File: config.mk
export PLATFORM = sky130hd
export DESIGN_NAME = fifo_read_ctrl_flat
export DESIGN_NICKNAME = d
export VERILOG_FILES = /design/src/rtl/fifo_read_ctrl_if.sv /design/src/rtl/fifo_read_ctrl.sv /design/src/flat_wrapper.sv
export SDC_FILE = /design/constraint.sdc
export NUM_CORES = 1
export LEC_CHECK = 0
export ABC_CLOCK_PERIOD_IN_PS = 4300
export CAP_MARGIN = 30
export CORE_MARGIN = 2
export CORE_UTILIZATION = 30
export CTS_BUF_LIST = sky130_fd_sc_hd__clkbuf_4
export DETAILED_ROUTE_END_ITERATION = 10
export RECOVER_POWER = 50
export SETUP_SLACK_MARGIN = 0.2
export SYNTH_ARGS = -nofsm -noshare
export SYNTH_HDL_FRONTEND = slang
export SYNTH_SLANG_ARGS = --single-unit
File: constraint.sdc
create_clock -name rclk -period 4.3 [get_ports rclk]
set_input_delay 0.43 -clock rclk [delete_from_list [all_inputs] [get_ports rclk]]
set_output_delay 0.43 -clock rclk [all_outputs]
set_load 0.03 [all_outputs]
File: src/rtl/fifo_read_ctrl_if.sv
// Read-side bundle of the async FIFO: consumer handshake, RAM read port and
// the Gray pointers exchanged with the write domain.
interface fifo_read_ctrl_if #(
    parameter int FIFO_WIDTH = 32,
    parameter int ADDR_WIDTH = 4
);
    logic                  r_en;
    logic [ADDR_WIDTH:0]   wptr_gray_async;
    logic [FIFO_WIDTH-1:0] mem_rdata;
    logic [ADDR_WIDTH-1:0] raddr;
    logic [ADDR_WIDTH:0]   rptr_gray;
    logic [FIFO_WIDTH-1:0] data_out;
    logic                  rd_valid;
    logic                  empty;
    logic                  underflow;
    logic [ADDR_WIDTH:0]   fill_level;

    modport master (
        output r_en, wptr_gray_async, mem_rdata,
        input  raddr, rptr_gray, data_out, rd_valid, empty, underflow, fill_level
    );

    modport slave (
        input  r_en, wptr_gray_async, mem_rdata,
        output raddr, rptr_gray, data_out, rd_valid, empty, underflow, fill_level
    );
endinterface

File: src/rtl/fifo_read_ctrl.sv
// Read-domain controller of the async FIFO: read pointer, write-pointer
// synchroniser, empty/fill flags and registered read data.
module fifo_read_ctrl #(
    parameter int FIFO_WIDTH  = 32,
    parameter int ADDR_WIDTH  = 4,
    parameter int SYNC_STAGES = 2
) (
    input  logic             rclk,
    input  logic             rrst_n,
    fifo_read_ctrl_if.slave  bus
);
    localparam int PW = ADDR_WIDTH + 1;

    function automatic logic [PW-1:0] bin2gray(input logic [PW-1:0] b);
        return b ^ (b >> 1);
    endfunction

    function automatic logic [PW-1:0] gray2bin(input logic [PW-1:0] g);
        logic [PW-1:0] b;
        b[PW-1] = g[PW-1];
        for (int i = PW - 2; i >= 0; i--) begin
            b[i] = b[i+1] ^ g[i];
        end
        return b;
    endfunction

    logic [PW-1:0]         sync_r [SYNC_STAGES];
    logic [PW-1:0]         rbin_r;
    logic [PW-1:0]         rptr_gray_r;
    logic [FIFO_WIDTH-1:0] data_out_r;
    logic                  rd_valid_r;
    logic                  empty_r;
    logic                  underflow_r;
    logic [PW-1:0]         fill_level_r;

    logic [PW-1:0]         wgray_s;
    logic [PW-1:0]         wbin_s;
    logic                  accept_s;
    logic [PW-1:0]         rbin_next_s;
    logic [PW-1:0]         rgray_next_s;

    assign wgray_s = sync_r[SYNC_STAGES-1];

    // Post-accept pointer drives both the pointer update and the look-ahead flags.
    always_comb begin
        wbin_s   = gray2bin(wgray_s);
        accept_s = bus.r_en & ~empty_r;
        if (accept_s) begin
            rbin_next_s = rbin_r + {{(PW-1){1'b0}}, 1'b1};
        end else begin
            rbin_next_s = rbin_r;
        end
        rgray_next_s = bin2gray(rbin_next_s);
    end

    // Synchroniser, read pointer, flags and data register.
    always_ff @(posedge rclk) begin
        if (!rrst_n) begin
            for (int i = 0; i < SYNC_STAGES; i++) begin
                sync_r[i] <= '0;
            end
            rbin_r       <= '0;
            rptr_gray_r  <= '0;
            data_out_r   <= '0;
            rd_valid_r   <= 1'b0;
            empty_r      <= 1'b1;
            underflow_r  <= 1'b0;
            fill_level_r <= '0;
        end else begin
            sync_r[0] <= bus.wptr_gray_async;
            for (int i = 1; i < SYNC_STAGES; i++) begin
                sync_r[i] <= sync_r[i-1];
            end
            rbin_r       <= rbin_next_s;
            rptr_gray_r  <= rgray_next_s;
            rd_valid_r   <= accept_s;
            underflow_r  <= bus.r_en & empty_r;
            // Comparing against the post-accept pointer lets empty rise on the edge that takes the last word.
            empty_r      <= (rgray_next_s == wgray_s);
            fill_level_r <= wbin_s - rbin_next_s;
            if (accept_s) begin
                data_out_r <= bus.mem_rdata;
            end else begin
                data_out_r <= data_out_r;
            end
        end
    end

    assign bus.raddr      = rbin_r[ADDR_WIDTH-1:0];
    assign bus.rptr_gray  = rptr_gray_r;
    assign bus.data_out   = data_out_r;
    assign bus.rd_valid   = rd_valid_r;
    assign bus.empty      = empty_r;
    assign bus.underflow  = underflow_r;
    assign bus.fill_level = fill_level_r;
endmodule

File: src/flat_wrapper.sv
// flat-port wrapper written by rule: the top's interface ports become plain ports
module fifo_read_ctrl_flat 
#(
    parameter int FIFO_WIDTH  = 32,
    parameter int ADDR_WIDTH  = 4,
    parameter int SYNC_STAGES = 2
)
  (rclk, rrst_n, bus_r_en, bus_wptr_gray_async, bus_mem_rdata, bus_raddr, bus_rptr_gray, bus_data_out, bus_rd_valid, bus_empty, bus_underflow, bus_fill_level);
  fifo_read_ctrl_if #(.FIFO_WIDTH(FIFO_WIDTH), .ADDR_WIDTH(ADDR_WIDTH)) bus_i ();
  input  logic rclk;
  input  logic rrst_n;
  input wire logic [$bits(bus_i.r_en)-1:0] bus_r_en;
  input wire logic [$bits(bus_i.wptr_gray_async)-1:0] bus_wptr_gray_async;
  input wire logic [$bits(bus_i.mem_rdata)-1:0] bus_mem_rdata;
  output wire logic [$bits(bus_i.raddr)-1:0] bus_raddr;
  output wire logic [$bits(bus_i.rptr_gray)-1:0] bus_rptr_gray;
  output wire logic [$bits(bus_i.data_out)-1:0] bus_data_out;
  output wire logic [$bits(bus_i.rd_valid)-1:0] bus_rd_valid;
  output wire logic [$bits(bus_i.empty)-1:0] bus_empty;
  output wire logic [$bits(bus_i.underflow)-1:0] bus_underflow;
  output wire logic [$bits(bus_i.fill_level)-1:0] bus_fill_level;
  assign bus_i.r_en = bus_r_en;
  assign bus_i.wptr_gray_async = bus_wptr_gray_async;
  assign bus_i.mem_rdata = bus_mem_rdata;
  assign bus_raddr = bus_i.raddr;
  assign bus_rptr_gray = bus_i.rptr_gray;
  assign bus_data_out = bus_i.data_out;
  assign bus_rd_valid = bus_i.rd_valid;
  assign bus_empty = bus_i.empty;
  assign bus_underflow = bus_i.underflow;
  assign bus_fill_level = bus_i.fill_level;
  fifo_read_ctrl #(.FIFO_WIDTH(FIFO_WIDTH), .ADDR_WIDTH(ADDR_WIDTH), .SYNC_STAGES(SYNC_STAGES)) u_core (.rclk(rclk), .rrst_n(rrst_n), .bus(bus_i));
endmodule
==> impl_metrics.csv <==
group,metric,value,unit
placed_design,numPortBuffers,88,
status,status,"finished, violations left",
floorplanning,initial_utilization,30.8,%
clock_tree,worst_setup_hold_path_clk_slew,0.09,ns
floorplanning,ios,89,
flow_run,max_cap_viol_count,1,
clock_tree,cts_repair_resize_count,0,
floorplanning,die-height,95.3,µm
sta,tightest_slew,2.02,ns
clock_tree,cts-root-buf,"clkbuf_4",
finish,final_cells,469,
yosys,synthesis.area_per_instance,9.13,µm²
worst_setup_path,criticalPathCategory,"flip-flop to flip-flop",
worst_setup_path,critPathMaxStageDelay,0.39,ns
global_route,pin_count_of_the_biggest_net_entering_global_routing,61,
sta,period_needed,2.68,ns
worst_setup_path,cp-start-kind,"flip-flop",
global_route,grt_pass1_vias,2062,
min_path,worst_hold_path_type,"flip-flop to flip-flop",
detailed_routing,drt_drc_violations_left,0,
status,failed_checks,"capacitance limit, slew limit",
pwr,power.internal,0.873,mW
global_route,globalRouteTotalUtil,13.4,%
sta,timing.final.crit_share,62.4,%
clock_tree,cts_num_sinks,59,
finish,fill_cells,828,
yosys,syn_nets,320,
pwr,worst_ir_drop_vdd,0.134,mV
sta,final_hold_violating_endpoints,0,
worst_setup_path,timing.critical_path.slowest_stage_cell,"fa_1",
clock_tree,ctsHtreeMaxLevel,3,
sta,timing.clock.skew,0.0103,ns
clock_tree,postCtsHoldBufs,0,
clock_tree,cts_inserted_buffers,9,
yosys,yosys_warnings,0,
clock_tree,clock_tree_from_tritoncts,"yes",
sta,postLayoutSetupSlackWorst,1.62,ns
detailed_routing,route.final.wire_length,5740,µm
detailed_routing,dr_total_vias,2079,
finish,area_of_combinational_cells_with_multiple_inputs,0.00123,mm²
pwr,power_density,352,mW/mm²
worst_setup_path,element_type_at_the_critical_path_end,"flip-flop",
pwr,share_seq_of_total_power,48.8,%
global_route,grt_first_pass_wirelength,9220,µm
floorplanning,coreArea,0.00813,mm²
finish,nets,404,
worst_setup_path,crit_chain,"xor2_1 > xor2_1 > xor2_1 > xnor2_1 > ha_1 > inv_1 > fa_1 > a21o_1 > a21oi_1 > xnor2_1 > and2_1",
global_route,grt_antenna_before_repair,0,
floorplanning,num_rows,33,
pwr,p_leak,1.33,nW
sta,timing.fmax,0.373,GHz
sta,timing.setup.tns,0,ns
detailed_routing,initialDrtViolationCount,66,
pwr,power_frac_clock,25.2,%
yosys,yosysUniqueCellTypes,39,
worst_setup_path,critical_path.most_common_cell,"xor2_1",
placed_design,detailed_place_hpwl,3850,µm
finish,final_core_utilization,43.8,%
pwr,total_switching_power,0.380,mW
worst_setup_path,critPathArrivalTime,2.95,ns
sta,final_max_slew_viol_count,61,
yosys,synth-edff-count,0,
detailed_routing,drt_first_pass_iters,4,
sta,rsz0062_at_grt,"no",
sta,slew_headroom,-34.5,%
placed_design,detailedPlace.worstSlack,1.64,ns
floorplanning,dieArea,0.00909,mm²
clock_tree,number_of_buffers_added_for_setup_after_cts,0,
pwr,power_frac_comb,25.9,%
global_route,overall_overflow_remaining_after_global_route,0,
placed_design,placed_cells_incl_taps,452,
yosys,async_reset_ff_share,0,%
detailed_routing,antenna_violating_nets_post_route,0,
placed_design,place.gp.congestion,0.844,
clock_tree,cts_max_path_buffers,2,
clock_tree,insertion_delay_to_the_later_sink_of_the_worst_skew_pair,0.38,ns
worst_setup_path,worst_ep_required_time,4.57,ns
worst_setup_path,worst-path-max-fanout,3,
yosys,synth-seq-cells,59,
floorplanning,die-width,95.3,µm
detailed_routing,drt-wirelength-per-cell,12.2,µm
pwr,switching_share,30.3,%
yosys,post_synth_instance_area,0.00250,mm²
yosys,synth_seq_area_share,47.2,%
finish,register_area,0.00118,mm²
finish,flow.area_growth_from_synthesis,42.4,%
finish,final_layout_size_suffix_gt1_share,5.79,%
yosys,postSynth.topFlopCell,"dfxtp_1",
sta,setup_viol,0,
yosys,netlist_instances,274,
detailed_routing,vias_per_cell,4.43,
-- power groups by stage --
stage	clock (mW)	sequential [mW]	combinational, mW
2_1_floorplan	0	0.697	0.118
3_5_place_dp	0	0.625	0.330
6_report	0.316	0.612	0.325
4_1_cts	0.341	0.613	0.332
3_3_place_gp	0	0.625	0.330
5_1_grt	0.353	0.618	0.354
-- final timing paths --
kind,start,end,slack (ns),cells after the start
worst max register to register,u_core.sync_r[0][8],u_core.bus.fill_level[4],1.62,11
worst min register to register,u_core.sync_r[0][0],u_core.sync_r[0][5],0.45,1
worst max-delay path,u_core.sync_r[0][8],u_core.bus.fill_level[4],1.62,11
worst min-delay path,u_core.sync_r[0][0],u_core.sync_r[0][5],0.45,1
-- synth_stat cells (3+ instances only) --
library cell,n,share of area [%]
nor2b_1,6,1.5
buf_2,4,0.80
clkbuf_1,11,1.7
xor2_1,10,3.5
nor2_1,3,0.45
ha_1,5,2.5
inv_1,4,0.60
and3_1,3,0.75
dfxtp_1,59,47
a21oi_1,5,1.0
xnor2_1,13,4.6
a21boi_0,33,9.9
nand2_1,68,10
and2_1,19,4.7
-- cells by family (layout without fill, tap and decap cells) --
kind of cell             count (synthesis)  in the layout  share of synthesized area [%]
buffers and inverters                   22            111                           3.80
adder cells (fa/ha/maj)                  6              6                           3.30
AND/OR/NAND/NOR                        108            108                           20.4
multiplexers                             1              1                          0.450
AO/OA/AOI/OAI                           54             54                           15.8
flip-flops                              59             59                           47.2
XOR/XNOR                                24             24                           9.00
other                                    0              1                              0
-- critical path, delay by kind of cell, from the launching register on --
kind	cells	cell delay, ns
XOR/XNOR	5	1.10
AND/OR/NAND/NOR	1	0.15
adder cells (fa/ha/maj)	2	0.56
buffers and inverters	1	0.06
AO/OA/AOI/OAI	2	0.33
flip-flops	1	0.37
-- cells in the final DEF, fill, tap and decap left out, drive strengths merged, types with 3 or more instances in the layout --
cell type      netlist  layout
and2                19      19
dlygate4sd3          0       6
clkdlybuf4s50        0      81
clkinv               0       4
dfxtp               59      59
nand2               68      68
a21boi              34      34
inv                  5       5
a21oi                5       5
xor2                10      10
nor2                 3       3
ha                   5       5
and3                 4       4
nor2b                7       7
xnor2               13      13
clkbuf              11      13
-- layer usage --
layer  part of all wire (%)  global-route usage, %  up-vias
met5                      0                      0        -
met4                    2.3                   7.61        0
met3                    6.8                   4.51       10
met2                     44                   21.1       68
met1                     47                   16.1      935
li1                       -                      -     1066
-- through the flow --
step                      power [mW]  hold slack [ns]  instance area (µm²)
after floorplan                0.815            0.412                 2500
after global placement         0.955            0.419                 3450
after detailed placement       0.956            0.419                 3450
after CTS                       1.29            0.449                 3560
after global routing            1.33            0.464                 3560
final                           1.25            0.445                 3560
-- sequential cells by signal, indices dropped and copies added, names as in the netlist --
register and cells:
u_core.bus.data_out 32, u_core.sync_r 10, u_core.bus.fill_level 5, u_core.bus.rptr_gray 5
u_core.rbin_r 4, u_core.bus.empty 1, u_core.bus.rd_valid 1, u_core.bus.underflow 1
-- area by class of cell --
type,instances,share of cell area [%]
Sequential cell,59,33.2
Clock buffer,12,2.53
Antenna cell,1,0.0702
Timing Repair Buffer,90,25.0
Tap cell,105,3.69
Inverter,5,0.527
Multi-Input combinational cell,193,34.6
Clock inverter,4,0.492
(Power assumes the default switching activity.)
